[config.mk]
export PLATFORM = sky130hd
export DESIGN_NAME = line_buf_rd_ctrl
export DESIGN_NICKNAME = d
export VERILOG_FILES = /design/src/rtl/video_win_pkg.sv /design/src/rtl/line_buf_rd_ctrl_ring_ptr.sv /design/src/rtl/line_buf_rd_ctrl.sv
export SDC_FILE = /design/constraint.sdc
export NUM_CORES = 1
export LEC_CHECK = 0
export BUFFER_PORTS_ARGS = -buffer_cell sky130_fd_sc_hd__clkbuf_2
export CORE_ASPECT_RATIO = 0.9
export CORE_MARGIN = 2
export CORE_UTILIZATION = 45
export CTS_CLUSTER_DIAMETER = 150
export CTS_CLUSTER_SIZE = 28
export DETAILED_ROUTE_END_ITERATION = 10
export PLACE_DENSITY = 0.88
export SLEW_MARGIN = 0
export SYNTH_ARGS = -nofsm -noshare
export SYNTH_HDL_FRONTEND = slang
export SYNTH_SLANG_ARGS = --single-unit
[constraint.sdc]
create_clock -name clk_i -period 2.25 [get_ports clk_i]
set_clock_uncertainty 0.15 [all_clocks]
set_input_delay 0.1125 -clock clk_i [delete_from_list [all_inputs] [get_ports clk_i]]
set_output_delay 0.1125 -clock clk_i [all_outputs]
set_load 0.05 [all_outputs]
[src/rtl/video_win_pkg.sv]
// Shared types and helpers for the window generator's line-buffer ring.
package video_win_pkg;

    typedef enum logic [1:0] {
        IDLE = 2'd0,
        POP  = 2'd1,
        READ = 2'd2
    } rd_state_t;

    // Increment a ring index, wrapping to zero after n-1.
    function automatic int unsigned ring_inc(input int unsigned idx, input int unsigned n);
        return (idx == n - 1) ? 0 : idx + 1;
    endfunction

endpackage

[src/rtl/line_buf_rd_ctrl_ring_ptr.sv]
// Wrapping ring index with a one-hot decode of the current position.
module ring_ptr
    import video_win_pkg::*;
#(
    parameter int N = 4,
    parameter int W = 2
) (
    input  logic         clk_i,
    input  logic         rst_i,
    input  logic         adv_i,
    output logic [W-1:0] idx_o,
    output logic [N-1:0] onehot_o
);

    logic [W-1:0] idx_q;
    logic [W-1:0] idx_d;

    always_comb begin
        idx_d = idx_q;
        if (adv_i) begin
            idx_d = W'(ring_inc(32'(idx_q), N));
        end
    end

    always_ff @(posedge clk_i or posedge rst_i) begin
        if (rst_i) begin
            idx_q <= '0;
        end else begin
            idx_q <= idx_d;
        end
    end

    assign idx_o    = idx_q;
    assign onehot_o = {{(N-1){1'b0}}, 1'b1} << idx_q;

endmodule

[src/rtl/line_buf_rd_ctrl.sv]
// Read-side scheduler for the line_buf ring: steers writes and pops
// WIN_ROWS aligned rows once a full window of the current frame is held.
//
//  state | meaning
//  IDLE  | waiting for a full window with a fresh newest line
//  POP   | one-cycle pop of every buffer except the write target
//  READ  | window rows streaming; wait for the oldest row's line end
module line_buf_rd_ctrl
    import video_win_pkg::*;
#(
    parameter  int WIN_ROWS = 3,
    localparam int NUM_BUF  = WIN_ROWS + 1,
    localparam int IDX_W    = $clog2(NUM_BUF)
) (
    input  logic               clk_i,
    input  logic               rst_i,
    input  logic               in_push_i,
    input  logic               in_line_start_i,
    input  logic               in_line_end_i,
    input  logic               in_frame_start_i,
    input  logic [NUM_BUF-1:0] buf_empty_i,
    input  logic [NUM_BUF-1:0] buf_unread_i,
    input  logic [NUM_BUF-1:0] buf_line_end_i,
    output logic [NUM_BUF-1:0] wr_sel_o,
    output logic [NUM_BUF-1:0] pop_line_o,
    output logic [IDX_W-1:0]   oldest_idx_o,
    output logic               rd_busy_o,
    output logic               ovf_o
);

    localparam int CNT_W = $clog2(WIN_ROWS + 1);

    rd_state_t        state_q, state_d;
    logic [CNT_W-1:0] rows_cnt_q, rows_cnt_d;
    logic [IDX_W-1:0] oldest_q, oldest_d;
    logic [IDX_W-1:0] rd_excl_q, rd_excl_d;
    logic             ovf_q, ovf_d;

    logic [IDX_W-1:0] wr_idx;
    logic [IDX_W-1:0] wr_idx_next;
    logic [IDX_W-1:0] newest_idx;
    logic [IDX_W-1:0] excl_idx;
    logic             line_end_beat;
    logic             frame_start_beat;
    logic             window_full;

    assign line_end_beat    = in_push_i & in_line_end_i;
    assign frame_start_beat = in_push_i & in_line_start_i & in_frame_start_i;

    ring_ptr #(
        .N (NUM_BUF),
        .W (IDX_W)
    ) u_wr_ptr (
        .clk_i    (clk_i),
        .rst_i    (rst_i),
        .adv_i    (line_end_beat),
        .idx_o    (wr_idx),
        .onehot_o (wr_sel_o)
    );

    assign wr_idx_next = IDX_W'(ring_inc(32'(wr_idx), NUM_BUF));
    assign newest_idx  = (wr_idx == '0) ? IDX_W'(NUM_BUF - 1) : wr_idx - 1'b1;

    // The write target is allowed to be empty; every other buffer must hold a line.
    assign window_full = (rows_cnt_q == CNT_W'(WIN_ROWS)) &&
                         buf_unread_i[newest_idx] &&
                         (&(~buf_empty_i | wr_sel_o));

    always_comb begin
        rows_cnt_d = rows_cnt_q;
        if (frame_start_beat) begin
            rows_cnt_d = line_end_beat ? CNT_W'(1) : '0;
        end else if (line_end_beat && (rows_cnt_q != CNT_W'(WIN_ROWS))) begin
            rows_cnt_d = rows_cnt_q + 1'b1;
        end
    end

    always_comb begin
        state_d    = state_q;
        pop_line_o = '0;
        oldest_d   = oldest_q;
        rd_excl_d  = rd_excl_q;
        case (state_q)
            IDLE: begin
                if (window_full) begin
                    state_d = POP;
                end
            end
            POP: begin
                pop_line_o = ~wr_sel_o;
                rd_excl_d  = wr_idx;
                oldest_d   = wr_idx_next;
                state_d    = READ;
            end
            READ: begin
                if (buf_line_end_i[oldest_q]) begin
                    state_d = IDLE;
                end
            end
            default: state_d = IDLE;
        endcase
    end

    // Every buffer other than the excluded one is being read, so any
    // advance that does not land back on it collides with the window.
    assign excl_idx = (state_q == POP) ? wr_idx : rd_excl_q;
    assign ovf_d    = line_end_beat && (state_q != IDLE) && (wr_idx_next != excl_idx);

    always_ff @(posedge clk_i or posedge rst_i) begin
        if (rst_i) begin
            state_q    <= IDLE;
            rows_cnt_q <= '0;
            oldest_q   <= '0;
            rd_excl_q  <= '0;
            ovf_q      <= 1'b0;
        end else begin
            state_q    <= state_d;
            rows_cnt_q <= rows_cnt_d;
            oldest_q   <= oldest_d;
            rd_excl_q  <= rd_excl_d;
            ovf_q      <= ovf_d;
        end
    end

    assign oldest_idx_o = oldest_q;
    assign rd_busy_o    = (state_q != IDLE);
    assign ovf_o        = ovf_q;

endmodule
# Word level (Yosys, flattened, before mapping)
# Index checks and enable logic that the tools add are counted.
word_totals:
  regBits: 11
  output_inout_bits: 12
  word_cells: 51
  input_bits: 18
classes:
  n_lt_le_gt_ge: 2
  bitwise: 6
  reduce_logical: 11
  n_eq_ne: 8
  add_sub_neg: 3
  mux: 14
  n_shift: 1
ops:
  columns: ["operator", "count"]
  rows:
  - ["$mux 2", 7]
  - ["$not 4->4", 2]
  - ["$eq 2x2->1 const B", 3]
  - ["$lt 2x3->1 const B", 2]
  - ["$ne 2x2->1 const B", 3]
  - ["$pmux 2 s3", 1]
  - ["$logic_and 1x1->1", 5]
  - ["$add 2x1->2 const B", 2]
  - ["$bmux 1 s2", 2]
  - ["$logic_not 2->1", 2]
  - ["$mux 4", 1]
  - ["$or 4x4->4", 1]
  - ["$reduce_and 4->1", 1]
  - ["$reduce_bool 2->1", 2]
  - ["$shl 1x2->4 const A", 1]
  - ["$and 1x1->1", 3]
  - ["$mux 1", 3]
  - ["$eq 2x1->1 const B", 1]
  - ["$ne 2x2->1", 1]
  - ["$reduce_and 2->1", 1]
  - ["$sub 2x1->2 const B", 1]

# Longest topological paths before layout
# Gate-level depths: netlist of run 1.
logic_depth:
  ltp_word: 8
  mapped_depth: 6
  depth_no_buf: 5

# By module
# From an unflattened synthesis of run 1, not the netlist that was laid out.
unflattened:
  hier_cells: 67
  area_unflattened_um2: 693.2
by_module_without_submodules:
  columns: ["module", "area_each_um2", "n_inst", "cells_per_inst", "seq_area_each_um2"]
  rows:
  - ["line_buf_rd_ctrl", 559.3, 1, 54, 225.2]
  - ["ring_ptr", 133.9, 1, 13, 50.0]

# Worst setup path after synthesis of run 1
# OpenSTA, ideal clock, no wires.
synth_path:
  path_kind: "reg-to-output"
  from: "reg u_wr_ptr.idx_q[0], in the netlist u_wr_ptr.idx_o[0]"
  to: "out pop_line_o[2]"
  required_ps: 1987
  path_stages_with_launch: 5
  arrival_time_ps: 1721
  setup_slack_ps: 267
  path_cell_list: "dfrtp_1 > buf_2 > inv_1 > ha_1 > nor2_1"
synth_via:
  elab_chain_len: 3
synth_rtl:
  columns: ["element", "line", "rtl"]
  rows:
  - ["start: declaration", "line_buf_rd_ctrl_ring_ptr.sv:15", "logic [W-1:0] idx_q;"]
  - ["start signal: assignment", "line_buf_rd_ctrl_ring_ptr.sv:29", "idx_q <= idx_d;"]
  - ["$shl 1x2->4", "line_buf_rd_ctrl_ring_ptr.sv:34", "assign onehot_o = {{(N-1){1'b0}}, 1'b1} << idx_q;"]
  - ["via wr_sel_o[2]", "line_buf_rd_ctrl.sv:24", "output logic [NUM_BUF-1:0] wr_sel_o,"]
  - ["$not 4->4", "line_buf_rd_ctrl.sv:90", "pop_line_o = ~wr_sel_o;"]
  - ["$mux 4", "line_buf_rd_ctrl.sv:83", "case (state_q)"]
  - ["end: declaration", "line_buf_rd_ctrl.sv:25", "output logic [NUM_BUF-1:0] pop_line_o,"]
# The timed path passes the listed nets, and every way through them passes these cells.

# Worst setup path in the final report of run 1
layout_path:
  from: "reg u_wr_ptr.idx_q[0], in the netlist u_wr_ptr.idx_o[0]"
  to: "out pop_line_o[2]"
layout_via:
  elab_chain_len: 3
layout_rtl:
  columns: ["element", "line"]
  rows:
  - ["$shl 1x2->4", "line_buf_rd_ctrl_ring_ptr.sv:34"]
  - ["$not 4->4", "line_buf_rd_ctrl.sv:90"]
  - ["$mux 4", "line_buf_rd_ctrl.sv:83"]
# Every way passes these cells.

==> results of run 1 <==
==> worst max-delay path, cell delays in order (launching register included) <==
cell and delay (ns):
dfrtp_1 0.52, inv_1 0.12, ha_1 0.25, nor2_1 0.11
clkbuf_2 0.28
==> synthesized netlist by cell type <==
master,instances
mux2_4,1
nand3_1,1
a211oi_2,1
o2111a_1,1
and2_1,1
a221oi_1,1
inv_1,8
ha_1,5
nor3_1,1
nor2b_1,1
nand2b_4,1
dfrtp_1,11
a21o_1,1
mux4_2,2
or2b_1,1
o21ai_0,6
xnor2_1,1
buf_6,1
nand2_1,5
a22o_1,1
mux2_2,3
o31ai_1,2
nor2_1,6
o21ai_2,1
o211ai_1,1
buf_2,1
==> registers in the layout, summed over array words and instances, names as in the netlist <==
name	cells
state_q	2
u_wr_ptr.idx_o	2
oldest_idx_o	2
ovf_o	1
rows_cnt_q	2
rd_excl_q	2
==> worst max-delay path by stage <==
stage / from / slack, ns / endpoint / cells after the start
final: u_wr_ptr.idx_o[0] / 0.44 / pop_line_o[2] / 4
after global routing: u_wr_ptr.idx_o[0] / 0.31 / pop_line_o[2] / 4
after CTS: u_wr_ptr.idx_o[0] / 0.42 / pop_line_o[2] / 4
after detailed placement: u_wr_ptr.idx_o[0] / 0.54 / state_q[0] / 4
after global placement: u_wr_ptr.idx_o[0] / 0.61 / state_q[0] / 4
after floorplan: u_wr_ptr.idx_o[0] / 0.27 / pop_line_o[2] / 4
==> final cells by class <==
class	instances	area (um2)	share of cell area
inverters	8	30.0	0.0335
repair buffers	33	185	0.207
clock buffers	4	26.3	0.0293
flip-flops and latches	11	275	0.307
multi-input cells	44	360	0.402
well taps	15	18.8	0.0209
==> where the power goes <==
group	internal (mW)	total, mW	switching, mW
sequential	0.251	0.309	0.0577
clock	0.0685	0.137	0.0687
combinational	0.194	0.528	0.333
==> placed cells by master, fill, tap and decap left out, types with 3 or more instances in the layout <==
cell type and count:
clkbuf_4 3, mux2_2 3, nand2_1 5, clkbuf_2 29
dfrtp_1 11, nor2_1 6, o21ai_0 6, ha_1 5
dlygate4sd3_1 4, inv_1 8
==> cells by family (layout without fill, tap and decap cells) <==
family,Yosys count,in the layout,synth area share
AO/OA/AOI/OAI,15,15,0.161
multiplexers,6,6,0.138
adder cells (fa/ha/maj),5,5,0.0917
flip-flops,11,11,0.404
buffers and inverters,10,45,0.0679
AND/OR/NAND/NOR,17,17,0.125
XOR/XNOR,1,1,0.0128
==> metal layers <==
layer	track usage	vias up	part of all wire
met3	0.0352	2	0.066
met5	0	-	0
li1	-	296	-
met4	0.110	0	0.0064
met1	0.203	288	0.40
met2	0.396	23	0.52
==> per-stage QoR <==
step | total power [mW] | cell area, um2 | setup WS (ns) | utilization
final | 0.974 | 896 | 0.435 | 0.626
after global routing | 1.04 | 896 | 0.310 | 0.626
after CTS | 0.980 | 896 | 0.416 | 0.626
after detailed placement | 0.831 | 830 | 0.536 | 0.580
after global placement | 0.812 | 830 | 0.610 | 0.580
after floorplan | 0.733 | 682 | 0.267 | -
==> results.txt, run 1 <==
----------------------------------------------------
[Outcome]
  Outcome ... finished, final reports clean

[Timing]
  Time the worst path needs with I/O delays and setup ... 1.81 ns
  Slew at the pin closest to its max-slew limit ... between 0.4 and 0.5 ns
  RSZ-0062 raised after global routing ... no
  Final count of negative-setup-slack endpoints ... 0
  Highest attainable clock frequency ... around 0.55 GHz
  Slew Limit Fails ... 0
  Final critical-path share of the clock period ... 0.806
  Worst hold slack across all endpoints ... 0.00344 ns
  Fin Setup TNS ... 0 ns
  Hold Violations, Final ... 0
  Worst max-slew margin expressed relative to the limit ... 0.703

[Synthesis]
  Yosys top cell by area ... dfrtp_1
  Net Count, Synth ... 88
  Synth Instances ... 65
  Leading post-synthesis cells by cell area ... dfrtp_1 (40%), ha_1 (9.2%), mux4_2 (6.6%)
  Count of state elements after synthesis ... 11
  Top-area cell type share of the netlist area ... 0.404
  Synthesized area per cell ... 10.5 um2
  Count of warnings emitted by yosys ... 0
  Netlist Area Pre-Place ... 682 um2
  Count of unique library cells instantiated by Yosys ... 26
  Post-synthesis sequential area ratio ... 0.404

[Pwr]
  Pwr/cell area ... 1090 mW/mm2
  Pleak ... 0.491 nW
  Peak ir drop on the vdd network ... 0.500 mV

[Setup path]
  Setup Crit Path Kind ... reg2out
  Critical Path RT ... 1.99 ns
  Worst-case register-to-register setup slack ... 0.51 ns
  Capturing element type of the critical path ... output pin
  Worst Reg2Reg Path Length in Cells ... 4
  Worst reg2reg path endpoint ... rows_cnt_q[1]
  Worst Path Arrival ... 1.55 ns
  FF-to-FF Start ... rows_cnt_q[0]
  Worst setup SP type ... register
  Worst-path fanout max ... 10

[Final layout]
  Synthesis-to-layout area growth ... 31.4%
  Ant diodes ... 0
  Number of nets at the end of the flow ... 124
  Fill cell count ... 133
  Share of layout cells above drive strength 1 ... 0.410
  Final std cells w/o fill ... 115

[Clock network]
  Number of post-CTS setup repair buffers ... 0
  Worst-skew pair later-pin latency ... around 0.27 ns
  CTS Buf Count ... 3
  Clock-pin slew on the worst setup and hold paths ... 0.07 ns
  Total of cells resized after clock tree synthesis ... 0
  Number of clock sinks seen by CTS ... 11
  Clock tree from TritonCTS ... done
  Number of levels in the clock H-tree ... 1
  Clock Path Buffers ... 2
  # hold bufs at CTS ... 4
  Root buf cell ... clkbuf_4

[Drt]
  First-pass iteration count of the detailed router ... 4
  Wire length reported by the detailed router ... 1.56 mm
  Vias per std cell ... 5.30
  WL/cell ... 13.5 um
  Antenna Violating Nets Remaining ... 0
  Residual DRC ... 0
  Initial detailed-routing violation count ... 12
  DR vias ... 609

[GRT]
  Vias in the first global route ... 607
  All-Layer GR Usage ... 0.201
  Grt total ovfl ... 0
  Number of antenna violations at the first check in global routing ... 0
  Maximum number of pins on one net before global-route repair ... 12
  First-pass GRT wire length ... 2.54 mm

[Min path]
  Worst Hold Path Cells ... 3
  Launch point of the worst hold path ... buf_empty_i[1]
  Endpoint, Worst Hold ... state_q[0]
  Type of the most critical hold path ... in2reg

[Place]
  Number of buffers added on ports ... 29
  Final GP Congestion ... 0.730
  Dpl hpwl ... 1.27 mm
  Placed insts ... 107

[Floorplan]
  I/O pin count ... 30
  Die width ... ~45 um
  Full die area ... 0.00184 mm2
  Die Y ... 40.9 um
  Placeable Area ... 0.00143 mm2
  Num rows ... 13
  Starting density of the core ... 0.476

[Flow run]
  Max-cap violations ... 0

----------------------------------------------------
Power figures use the tool's default switching activity.
==> run 2, diff against run 1 <==
Settings changed: CORE_UTILIZATION 45 to 41, PLACE_DENSITY 0.88 to 0.85.
Clock period 2.25 ns to 1.46 ns, I/O delays scaled along.
==> results.txt, run 2 (synthesized netlist as in run 1, its figures left out) <==
----------------------------------------------------
[Pwr]
  Peak ir drop on the vdd network ... 1.13 mV
  Pleak ... approximately 0.63 nW
  Pwr/cell area ... 1650 mW/mm2
  Total power ... 2.14 mW

[Final layout]
  Most frequent standard cell in the layout excluding fill and tap cells ... clkbuf_2
  Most frequent cells in the layout ... clkbuf_2 (20), buf_4 (12), dfrtp_1 (8), buf_6 (8), dlygate4sd3_1 (6)
  Number of nets at the end of the flow ... 145
  Share of layout cells above drive strength 1 ... 0.661
  Synthesis-to-layout area growth ... 90.3%
  Area of all placed cells without fillers ... approximately 0.0013 mm2
  Final std cells w/o fill ... 143
  Ant diodes ... 0

[Drt]
  WL/cell ... approximately 16 um
  DR vias ... 712
  Initial detailed-routing violation count ... 9
  First-pass iteration count of the detailed router ... 4
  Wire length reported by the detailed router ... between 2 and 2.5 mm
  Antenna Violating Nets Remaining ... 0
  Residual DRC ... 0
  Vias per std cell ... 4.98

[Clock network]
  Number of levels in the clock H-tree ... 1
  Clock Path Buffers ... 2
  Clock tree from TritonCTS ... done
  CTS Buf Count ... 3
  Worst-skew pair later-pin latency ... 0.27 ns
  Root buf cell ... clkbuf_4
  Number of clock sinks seen by CTS ... 11
  Clock-pin slew on the worst setup and hold paths ... ~0.080 ns

[Timing]
  Fin Setup TNS ... -0.338 ns
  Slew at the pin closest to its max-slew limit ... 0.441 ns
  Highest attainable clock frequency ... 0.643 GHz
  Slew Limit Fails ... 0
  Time the worst path needs with I/O delays and setup ... between 1.5 and 2 ns
  Hold Violations, Final ... 0
  RSZ-0062 raised after global routing ... yes
  Least setup slack across all paths after layout ... -0.0961 ns
  Final count of negative-setup-slack endpoints ... 8
  Worst hold slack across all endpoints ... roughly 0.026 ns
  Worst max-slew margin expressed relative to the limit ... 0.706
  Final critical-path share of the clock period ... 1.07

[GRT]
  Grt total ovfl ... 0
  Maximum number of pins on one net before global-route repair ... 12
  First-pass GRT wire length ... ~3.5 mm
  All-Layer GR Usage ... 0.261
  Number of antenna violations at the first check in global routing ... 0
  Vias in the first global route ... 761

[Place]
  Placed insts ... 126
  Number of buffers added on ports ... 29
  Dpl hpwl ... 1.54 mm
  Final GP Congestion ... 0.791
  Placed Area ... 993 um2

[Flow run]
  Max-cap violations ... 0

[Floorplan]
  Starting density of the core ... 0.456
  Full die area ... 0.00201 mm2
  Placeable Area ... 0.00150 mm2
  I/O pin count ... 30
  Die Y ... 42.7 um
  Num rows ... 13
  Die width ... 47.0 um

[Setup path]
  Critical Path RT ... roughly 1.5 ns
  Worst setup SP type ... register
  Setup Crit Path Kind ... reg2reg
  Capturing element type of the critical path ... register
  Worst Path Arrival ... 1.61 ns
  Worst-path fanout max ... 5

[Min path]
  Type of the most critical hold path ... in2reg

[Outcome]
  Violated checks ... negative setup slack
  Outcome ... complete, but fails checks

----------------------------------------------------
==> run 2: cell count changes in the layout (fill, tap and decap cells not counted), sizes merged <==
| cell | before | now |
|---|---|---|
| clkbuf | 33 | 28 |
| dlygate4sd3 | 4 | 6 |
| buf | 0 | 24 |
==> run 2: power breakdown <==
| group | internal, mW | total (mW) | switching, mW |
|---|---|---|---|
| Sequential | 0.391 | 0.479 | 0.0876 |
| Combinational | 0.687 | 1.45 | 0.760 |
| Clock | 0.106 | 0.217 | 0.111 |
==> run 2: worst max-delay path, cell delays in order, from the launching register on <==
cell and delay [ns]:
dfrtp_2 0.46, inv_4 0.08, buf_6 0.09, ha_4 0.16, inv_2 0.05, a221oi_4 0.27
o2111a_1 0.23
==> run 2: path summary, 6_finish.rpt <==
kind,from,end,slack [ns],depth (start not counted)
setup / recovery,u_wr_ptr.idx_o[0],state_q[0],-0.1,6
hold / removal,in_line_start_i,rows_cnt_q[1],0.03,3
setup reg to reg,u_wr_ptr.idx_o[0],state_q[0],-0.1,6
hold reg to reg,rows_cnt_q[1],rows_cnt_q[1],0.38,2
max in group asynchronous,rst_i,u_wr_ptr.idx_o[0],0.64,3
min in group asynchronous,rst_i,rd_excl_q[1],0.19,3
==> run 2: per-layer routing <==
metal	up-vias	GRT usage	share of wire
met2	32	0.479	0.56
met5	-	0	0
li1	340	-	-
met1	332	0.263	0.37
met4	0	0.0944	0.032
met3	8	0.0809	0.042
==> run 2: what timing repair did <==
action / 4_1_cts / 5_1_grt
buffers inserted: 6 / 2
endpoints found under the setup margin: 13 / 15
endpoints found under the hold margin: 14 / 0
hold buffers: 6 / 0
gates resized for setup: 32 / 13
pin swaps: 6 / 5
==> run 2: layout make-up <==
type,instances,area (um2)
inverter,8,32.5
clock buffer,4,26.3
timing repair buffer,54,449
multi-input combinational,44,483
fill,77,199
tap,22,27.5
sequential,11,279
==> run 2: stage by stage <==
stage | setup slack, ns | utilization
6_report | -0.0961 | 0.867
5_1_grt | -0.181 | 0.867
4_1_cts | -0.0774 | 0.829
3_5_place_dp | -0.132 | 0.664
3_3_place_gp | -0.0525 | 0.664
2_1_floorplan | -0.0851 | -
==> run 3, diff against run 2 <==
Settings changed: HOLD_SLACK_MARGIN set to 0.06.
==> results.txt, run 3 (synthesized netlist as in run 1, its figures left out) <==
----------------------------------------------------
[Outcome]
  Outcome ... complete, but fails checks
  Violated checks ... negative setup slack

[Timing]
  Final critical-path share of the clock period ... 1.07
  Final count of negative-setup-slack endpoints ... 8
  Worst hold slack across all endpoints ... 0.0647 ns
  Slew Limit Fails ... 0
  Highest attainable clock frequency ... between 0.6 and 0.7 GHz
  RSZ-0062 raised after global routing ... yes
  Time the worst path needs with I/O delays and setup ... 1.56 ns
  Worst max-slew margin expressed relative to the limit ... 0.706
  Least setup slack across all paths after layout ... -0.0967 ns
  Slew at the pin closest to its max-slew limit ... roughly 0.44 ns
  Hold Violations, Final ... 0

[GRT]
  First-pass GRT wire length ... 3.59 mm
  Number of antenna violations at the first check in global routing ... 0
  All-Layer GR Usage ... 0.267
  Vias in the first global route ... 779
  Maximum number of pins on one net before global-route repair ... 12
  Grt total ovfl ... 0

[Floorplan]
  I/O pin count ... 30
  Num rows ... 13
  Die Y ... 42.7 um
  Die width ... 47.0 um
  Full die area ... 0.00201 mm2
  Placeable Area ... around 0.0015 mm2
  Starting density of the core ... 0.456

[Final layout]
  Number of nets at the end of the flow ... 147
  Multi-input logic area ... 483 um2
  Final core occ ... 0.880
  Most frequent cells in the layout ... clkbuf_2 (20), buf_4 (12), dlygate4sd3_1 (8), dfrtp_1 (8), buf_6 (8)
  Fill cell count ... 75
  Synthesis-to-layout area growth ... 93.2%
  Share of layout cells above drive strength 1 ... 0.650
  Sequential cell area in the final layout ... between 200 and 300 um2
  Area of all placed cells without fillers ... about 0.0013 mm2
  Ant diodes ... 0
  Most frequent standard cell in the layout excluding fill and tap cells ... clkbuf_2

[Place]
  Final GP Congestion ... 0.791
  Dpl hpwl ... 1.54 mm
  Number of buffers added on ports ... 29
  Placed Area ... 993 um2

[Drt]
  WL/cell ... 16.8 um
  Wire length reported by the detailed router ... between 2 and 2.5 mm
  First-pass iteration count of the detailed router ... 4
  Residual DRC ... 0
  DR vias ... 726
  Antenna Violating Nets Remaining ... 0
  Vias per std cell ... 5.01
  Initial detailed-routing violation count ... 12

[Clock network]
  Worst-skew pair later-pin latency ... between 0.2 and 0.3 ns
  Root buf cell ... clkbuf_4
  Number of clock sinks seen by CTS ... 11
  CTS Buf Count ... 3
  Clock Path Buffers ... 2
  Number of levels in the clock H-tree ... 1
  Clock tree from TritonCTS ... done
  Clock-pin slew on the worst setup and hold paths ... 0.08 ns

[Setup path]
  Setup Crit Path Kind ... reg2reg
  Worst Path Arrival ... about 1.6 ns
  Worst setup SP type ... register
  Critical Path RT ... 1.52 ns
  Capturing element type of the critical path ... register
  Worst-path fanout max ... 5

[Pwr]
  Peak ir drop on the vdd network ... around 1.1 mV
  Pleak ... around 0.64 nW
  Pwr/cell area ... 1630 mW/mm2

[Flow run]
  Max-cap violations ... 0

[Min path]
  Type of the most critical hold path ... in2reg

----------------------------------------------------
==> run 3: cell count changes in the layout (fill, tap and decap cells not counted) <==
cell and delta:
dlygate4sd3_1 +2
==> run 3: timing repair <==
action | 4_1_cts | 5_1_grt
pin swaps | 6 | 5
endpoints found under the hold margin | 15 | 0
hold buffers | 8 | 0
gates resized for setup | 32 | 13
buffers inserted | 6 | 2
endpoints found under the setup margin | 13 | 15
==> run 3: area by class of cell <==
| cell class | instances | area share |
|---|---|---|
| Multi-Input combinational cell | 44 | 0.367 |
| Sequential cell | 11 | 0.212 |
| Tap cell | 22 | 0.0209 |
| Timing Repair Buffer | 56 | 0.356 |
| Inverter | 8 | 0.0247 |
| Clock buffer | 4 | 0.0199 |
==> run 3: path summary, 6_finish.rpt <==
| check | start | end | slack [ns] | depth (start not counted) |
|---|---|---|---|---|
| worst max-delay path | u_wr_ptr.idx_o[0] | state_q[0] | -0.1 | 6 |
| worst min-delay path | buf_line_end_i[0] | state_q[1] | 0.06 | 3 |
| worst max register to register | u_wr_ptr.idx_o[0] | state_q[0] | -0.1 | 6 |
| worst min register to register | rows_cnt_q[1] | rows_cnt_q[1] | 0.38 | 2 |
| max in group asynchronous | rst_i | u_wr_ptr.idx_o[0] | 0.64 | 3 |
| min in group asynchronous | rst_i | rd_excl_q[1] | 0.19 | 3 |
==> run 3: worst max-delay path, stage by stage, from the launching register on <==
cell      delay, ns
dfrtp_2        0.46
inv_4          0.08
buf_6          0.09
ha_4           0.16
inv_2          0.05
a221oi_4       0.27
o2111a_1       0.23
==> run 3: power by group <==
group	internal (mW)	total [mW]	switching (mW)
logic	0.692	1.45	0.763
clock network	0.106	0.217	0.111
registers	0.391	0.479	0.0876
==> run 3: layer usage <==
| layer | wire (um) | GRT usage |
|---|---|---|
| met1 | 883 | 0.266 |
| met3 | 97 | 0.0809 |
| met4 | 75 | 0.0944 |
| met5 | 0 | 0 |
| met2 | 1380 | 0.496 |
==> run 3: metrics by stage <==
| stage | TNS, ns | total power, mW | cells | setup slack [ns] |
|---|---|---|---|---|
| floorplan | -0.158 | 1.31 | 65 | -0.0851 |
| global placement | -0.0714 | 1.53 | 126 | -0.0525 |
| detailed placement | -0.375 | 1.59 | 126 | -0.132 |
| CTS | -0.350 | 2.03 | 143 | -0.0774 |
| global route | -0.769 | 2.25 | 145 | -0.181 |
| finish | -0.341 | 2.15 | 145 | -0.0967 |
